File: src/rtl/rv_instr_encoder.sv
// rv_instr_encoder: streaming RV32I instruction encoder.
// Symbolic ops are accepted over valid/ready and encoded into a register stage.
// The encoded words then pass through a small FIFO and are written to
// consecutive imem word addresses through a stallable write port.
// Optional build macro IMM_RANGE_CHECK_EN: ops whose immediate does not fit
// its field (or is odd for a branch or jump) are dropped and raise err.
// Without the macro, immediates are truncated to their field.
module rv_instr_encoder #(
  parameter int ADDR_W = 8,
  parameter int DEPTH  = 4
) (
  input  logic              clk,
  input  logic              rst_n,
  input  logic              start,
  input  logic [ADDR_W-1:0] base_addr,
  input  logic              in_valid,
  output logic              in_ready,
  input  logic [3:0]        in_op,
  input  logic [4:0]        in_rd,
  input  logic [4:0]        in_rs1,
  input  logic [4:0]        in_rs2,
  input  logic [31:0]       in_imm,
  input  logic              in_last,
  output logic              imem_we,
  input  logic              imem_ready,
  output logic [ADDR_W-1:0] imem_addr,
  output logic [31:0]       imem_wdata,
  output logic              busy,
  output logic              done,
  output logic              err,
  output logic              wrap
);

  localparam int PTR_W = $clog2(DEPTH);
  localparam logic [PTR_W:0] DEPTH_CNT = (PTR_W+1)'(DEPTH);

  localparam logic [6:0] OPC_R      = 7'b0110011;
  localparam logic [6:0] OPC_I      = 7'b0010011;
  localparam logic [6:0] OPC_LOAD   = 7'b0000011;
  localparam logic [6:0] OPC_STORE  = 7'b0100011;
  localparam logic [6:0] OPC_BRANCH = 7'b1100011;
  localparam logic [6:0] OPC_JAL    = 7'b1101111;
  localparam logic [6:0] OPC_JALR   = 7'b1100111;

  typedef enum logic [1:0] {IDLE, STREAM, DRAIN, DONE} state_t;

  state_t            state;
  logic [ADDR_W-1:0] addr;
  logic              err_q;
  logic              wrap_q;

  logic [31:0]       enc_next;
  logic              op_legal;
  logic              imm_ok;
  logic              enc_ok;
  logic              enc_valid;
  logic [31:0]       enc_word;

  logic [31:0]       mem [DEPTH];
  logic [PTR_W-1:0]  wr_ptr;
  logic [PTR_W-1:0]  rd_ptr;
  logic [PTR_W:0]    count;
  logic [PTR_W:0]    pending;

  logic              accept;
  logic              pop;

  // Words in flight include the one in the encode register, so the FIFO can never overflow.
  assign pending  = count + {{PTR_W{1'b0}}, enc_valid};
  assign in_ready = (state == STREAM) && (pending < DEPTH_CNT);
  assign accept   = in_valid && in_ready;
  assign imem_we  = (count != '0);
  assign pop      = imem_we && imem_ready;

  // Pack the symbolic op into its RV32I bit layout; unused register fields stay zero.
  always_comb begin
    enc_next = '0;
    op_legal = 1'b1;
    case (in_op)
      4'd0:  enc_next = {7'b0000000, in_rs2, in_rs1, 3'b000, in_rd, OPC_R};
      4'd1:  enc_next = {7'b0100000, in_rs2, in_rs1, 3'b000, in_rd, OPC_R};
      4'd2:  enc_next = {7'b0000000, in_rs2, in_rs1, 3'b110, in_rd, OPC_R};
      4'd3:  enc_next = {7'b0000000, in_rs2, in_rs1, 3'b111, in_rd, OPC_R};
      4'd4:  enc_next = {in_imm[11:0], in_rs1, 3'b000, in_rd, OPC_I};
      4'd5:  enc_next = {in_imm[11:0], in_rs1, 3'b110, in_rd, OPC_I};
      4'd6:  enc_next = {in_imm[11:0], in_rs1, 3'b111, in_rd, OPC_I};
      4'd7:  enc_next = {in_imm[11:0], in_rs1, 3'b010, in_rd, OPC_LOAD};
      4'd8:  enc_next = {in_imm[11:5], in_rs2, in_rs1, 3'b010, in_imm[4:0], OPC_STORE};
      4'd9:  enc_next = {in_imm[12], in_imm[10:5], in_rs2, in_rs1, 3'b000,
                         in_imm[4:1], in_imm[11], OPC_BRANCH};
      4'd10: enc_next = {in_imm[12], in_imm[10:5], in_rs2, in_rs1, 3'b001,
                         in_imm[4:1], in_imm[11], OPC_BRANCH};
      4'd11: enc_next = {in_imm[20], in_imm[10:1], in_imm[11], in_imm[19:12], in_rd, OPC_JAL};
      4'd12: enc_next = {in_imm[11:0], in_rs1, 3'b000, in_rd, OPC_JALR};
      default: op_legal = 1'b0;
    endcase
  end

`ifdef IMM_RANGE_CHECK_EN
  logic fits_i;
  logic fits_b;
  logic fits_j;

  // An immediate fits when every bit above the field's sign bit copies the sign.
  assign fits_i = (&in_imm[31:11]) | ~(|in_imm[31:11]);
  assign fits_b = ((&in_imm[31:12]) | ~(|in_imm[31:12])) & ~in_imm[0];
  assign fits_j = ((&in_imm[31:20]) | ~(|in_imm[31:20])) & ~in_imm[0];

  // Select the range test that matches the op's immediate format.
  always_comb begin
    imm_ok = 1'b1;
    case (in_op)
      4'd4, 4'd5, 4'd6, 4'd7, 4'd8, 4'd12: imm_ok = fits_i;
      4'd9, 4'd10:                         imm_ok = fits_b;
      4'd11:                               imm_ok = fits_j;
      default:                             imm_ok = 1'b1;
    endcase
  end
`else
  logic imm_unused;

  assign imm_ok     = 1'b1;
  assign imm_unused = ^in_imm[31:21];
`endif

  assign enc_ok = op_legal & imm_ok;

  // Encode register: a legal accepted op lands here one cycle before it enters the FIFO.
  always_ff @(posedge clk or negedge rst_n) begin
    if (!rst_n) begin
      enc_valid <= 1'b0;
      enc_word  <= '0;
    end else begin
      enc_valid <= accept & enc_ok;
      if (accept & enc_ok) enc_word <= enc_next;
    end
  end

  // FIFO storage: no reset is needed because the output is gated by occupancy.
  always_ff @(posedge clk) begin
    if (enc_valid) mem[wr_ptr] <= enc_word;
  end

  // FIFO pointers and occupancy; reset throws away any queued words.
  always_ff @(posedge clk or negedge rst_n) begin
    if (!rst_n) begin
      wr_ptr <= '0;
      rd_ptr <= '0;
      count  <= '0;
    end else begin
      if (enc_valid) wr_ptr <= wr_ptr + 1'b1;
      if (pop)       rd_ptr <= rd_ptr + 1'b1;
      case ({enc_valid, pop})
        2'b10:   count <= count + 1'b1;
        2'b01:   count <= count - 1'b1;
        default: count <= count;
      endcase
    end
  end

  // Session control plus the address counter and sticky flags.
  always_ff @(posedge clk or negedge rst_n) begin
    if (!rst_n) begin
      state  <= IDLE;
      addr   <= '0;
      err_q  <= 1'b0;
      wrap_q <= 1'b0;
    end else begin
      if (pop) begin
        addr <= addr + 1'b1;
        if (&addr) wrap_q <= 1'b1;
      end
      if (accept && !enc_ok) err_q <= 1'b1;
      case (state)
        IDLE: begin
          if (start) begin
            state  <= STREAM;
            addr   <= base_addr;
            err_q  <= 1'b0;
            wrap_q <= 1'b0;
          end
        end
        STREAM: begin
          if (accept && in_last) state <= DRAIN;
        end
        DRAIN: begin
          if ((count == '0) && !enc_valid) state <= DONE;
        end
        DONE: begin
          state <= IDLE;
        end
        default: begin
          state <= IDLE;
        end
      endcase
    end
  end

  assign imem_addr  = addr;
  assign imem_wdata = imem_we ? mem[rd_ptr] : '0;
  assign busy       = (state != IDLE);
  assign done       = (state == DONE);
  assign err        = err_q;
  assign wrap       = wrap_q;

endmodule

File: config.mk
export PLATFORM = sky130hd
export DESIGN_NAME = rv_instr_encoder
export DESIGN_NICKNAME = d
export VERILOG_FILES = /design/src/rtl/rv_instr_encoder.sv
export SDC_FILE = /design/constraint.sdc
export NUM_CORES = 1
export LEC_CHECK = 0
export ABC_AREA = 1
export BUFFER_PORTS_ARGS = -buffer_cell sky130_fd_sc_hd__clkbuf_2
export CORE_UTILIZATION = 55
export CTS_CLUSTER_SIZE = 12
export DETAILED_ROUTE_END_ITERATION = 7
export PLACE_DENSITY = 0.77
export SLEW_MARGIN = 10
export SYNTH_ARGS = -nofsm -noshare
export SYNTH_HDL_FRONTEND = slang
export SYNTH_SLANG_ARGS = --single-unit
File: constraint.sdc
create_clock -name clk -period 4.3 [get_ports clk]
set_input_delay 0.645 -clock clk [delete_from_list [all_inputs] [get_ports clk]]
set_output_delay 0.645 -clock clk [all_outputs]
set_load 0.02 [all_outputs]
==> flow_summary_export.csv <==
group,metric,value,unit
outcome,status,"completed",
placed_design,dp.cells,993,
layout,postLayoutCoreUtil,66.4,%
logic_synthesis,ys_ff_latch,175,
grt,track_usage,25.6,%
layout,syn_to_final_growth,16.7,%
power,ir_drop,0.000382,V
placed_design,place_ws,1.48,ns
logic_synthesis,synthesis.nets,818,
grt,grt_max_degree,64,
worst_setup_path,crit_path_max_fanout,33,
clock_network,clkLatencyLatePin,0.42,ns
timing,finalWorstSetupSlack,1.00,ns
timing,rsz0062_at_grt,"false",
route,antenna_left,0,
placed_design,place_area,8240,sq um
route,drc,0,
die,rows,42,
timing,holdWs,0.318,ns
placed_design,hpwlAfterDp,10500,um
logic_synthesis,yosys.area_share.simple,16.8,%
clock_network,hold_buffers,0,
timing,tightest_slew,1.19,ns
grt,antenna_found_initial,0,
die,core_area,13300,sq um
die,initial_core_util,56.9,%
layout,antenna_cells,0,
logic_synthesis,synth.avg_cell_area,10.3,sq um
route,drtPass1Iterations,5,
logic_synthesis,synth_fa_ha_area_share,2.07,%
logic_synthesis,ys_warn_count,0,
worst_setup_path,end_kind,"primary output",
worst_setup_path,cp.arrival,2.65,ns
layout,mostFrequentLayoutCells,"nor2_1, nand2_1, edfxtp_1",
layout,mostFrequentLayoutCell,"nor2_1",
logic_synthesis,synth_top_family_by_area,"simple AND/OR/NAND/NOR gates",
die,die_x,120,um
route,wl,17300,um
route,routedWlPerCell,16.8,um
placed_design,numPortBuffers,99,
power,power_per_cell_area,732,nW/um^2
clock_network,clkSinkCount,175,
logic_synthesis,synth_ff_type,"edfxtp_1",
logic_synthesis,yosysSeqAreaShare,65.8,%
worst_setup_path,rr_startpoint,"count[0]",
route,drt-initial-drc-count,506,
die,die_height,120,um
power,total_power,6.49,mW
worst_setup_path,criticalPathCategory,"reg2out",
clock_network,cts_resized,0,
timing,hold_viol_final,0,
timing,max_freq,303,MHz
worst_setup_path,cp-start-kind,"flop",
timing,finalClockSkew,0.00892,ns
power,leakagePower,3.81,nW
timing,finalSetupViolCount,0,
clock_network,cts_tree,"yes",
logic_synthesis,syn_area,7600,sq um
layout,fin_cells,1025,
clock_network,cts_inserted_buffers,17,
placed_design,gp_congestion,0.862,
logic_synthesis,synth_cell_type_count,35,
clock_network,clockRootBuffer,"clkbuf_16",
timing,slew_headroom,20.6,%
die,fp.dieArea,14300,sq um
route,viasPerCell,5.50,
grt,grt_pass1_wl,27800,um
clock_network,htree_num_levels,4,
grt,grt-ovfl-total,0,
logic_synthesis,async_flop_share,29.1,%
die,ioPinCount,111,
logic_synthesis,synth_xor_area_share,0.576,%
logic_synthesis,synth-edff-count,124,
clock_network,postCtsSetupBuffers,0,
worst_hold_path,hold_path_class,"in2async",
flow_run,cap_viol_max_count,0,
timing,setup_tns,0,ns
layout,fin_nets,913,
clock_network,path_clk_slew,0.07,ns
grt,grt_pass1_vias,5648,
worst_setup_path,startpoint,"rd_ptr[1]",
timing,period_share,76.6,%
layout,stdcell_area,8860,sq um
logic_synthesis,netlist_instances,741,
clock_network,clockBufferDepth,2,
logic_synthesis,synth_compound_area_share,9.91,%
worst_setup_path,required,3.65,ns
route,route.vias.total,5638,
layout,drive_gt1_share,18.4,%
timing,period_minus_slack,3.30,ns
logic_synthesis,yosys-mux-area-fraction,0,%
timing,drv_slew,0,
-- final timing paths --
path	endpoint	slack, ns	cells after the start
min reg2reg	err	0.51	2
max	imem_wdata[3]	1.00	7
max reg2reg	count[2]	1.94	8
min in group clk	enc_word[16]	0.42	3
min	state[0]	0.32	1
max in group asynchronous	rd_ptr[0]	3.13	2
-- worst max-delay path, stage by stage (launching register included) --
cell and delay, ns:
dfrtp_1 0.32, buf_4 0.40, inv_1 0.44, buf_4 0.34
nor2_1 0.14, o21ai_0 0.13, a21oi_1 0.24, clkbuf_2 0.20
-- flip-flops by register name, summed over array words and instances (netlist names) --
| name | cells |
|---|---|
| wrap | 1 |
| enc_valid | 1 |
| err | 1 |
| imem_addr | 8 |
| enc_word | 31 |
| state | 2 |
| mem | 124 |
| wr_ptr | 2 |
| count | 3 |
| rd_ptr | 2 |
-- metal layers --
layer | wire length [um] | vias up | global-route usage (%) | share of wire [%]
li1 | - | 2666 | - | -
met1 | 6910 | 2673 | 31.5 | 40
met2 | 8570 | 260 | 43.7 | 50
met3 | 1370 | 39 | 6.23 | 7.9
met4 | 403 | 0 | 9.84 | 2.3
met5 | 0 | - | 0 | 0
-- cells in the mapped netlist, types with 3 or more instances --
| cell | number | area share, % |
|---|---|---|
| or2_2 | 3 | 0.25 |
| xor2_1 | 4 | 0.46 |
| dfrtp_1 | 51 | 17 |
| inv_1 | 51 | 2.5 |
| o21ai_1 | 15 | 0.99 |
| a21oi_1 | 38 | 2.5 |
| o21ai_2 | 3 | 0.35 |
| ha_1 | 11 | 1.8 |
| inv_2 | 4 | 0.20 |
| nand4_1 | 3 | 0.25 |
| nor2_2 | 4 | 0.33 |
| nand3_1 | 20 | 1.3 |
| nand2_1 | 137 | 6.8 |
| o21ai_0 | 72 | 4.7 |
| clkbuf_1 | 18 | 0.89 |
| nor2_1 | 144 | 7.1 |
| buf_6 | 3 | 0.44 |
| a22oi_1 | 4 | 0.40 |
| o211ai_1 | 3 | 0.30 |
| buf_1 | 6 | 0.30 |
| edfxtp_1 | 124 | 49 |
| buf_2 | 4 | 0.26 |
-- cells by family after synthesis --
kind of cell             after synthesis
flip-flops                           175
AO/OA/AOI/OAI                        142
XOR/XNOR                               5
AND/OR/NAND/NOR                      319
adder cells (fa/ha/maj)               12
buffers and inverters                 88
-- layout make-up --
class | count | area [sq um]
inverter | 55 | 206
tap | 176 | 220
sequential | 175 | 5000
timing repair buffer | 109 | 571
multi-input combinational | 478 | 2240
clock buffer | 22 | 465
clock inverter | 10 | 161
fill | 1005 | 4480
-- power breakdown --
| part | switching, mW | internal [mW] | leakage, nW |
|---|---|---|---|
| clock network | 0.611 | 1.01 | 0.295 |
| registers | 0.293 | 2.27 | 1.76 |
| logic | 1.59 | 0.728 | 1.76 |
| total | 2.49 | 4.00 | 3.81 |
No activity file was read; power rests on OpenSTA's default activity.
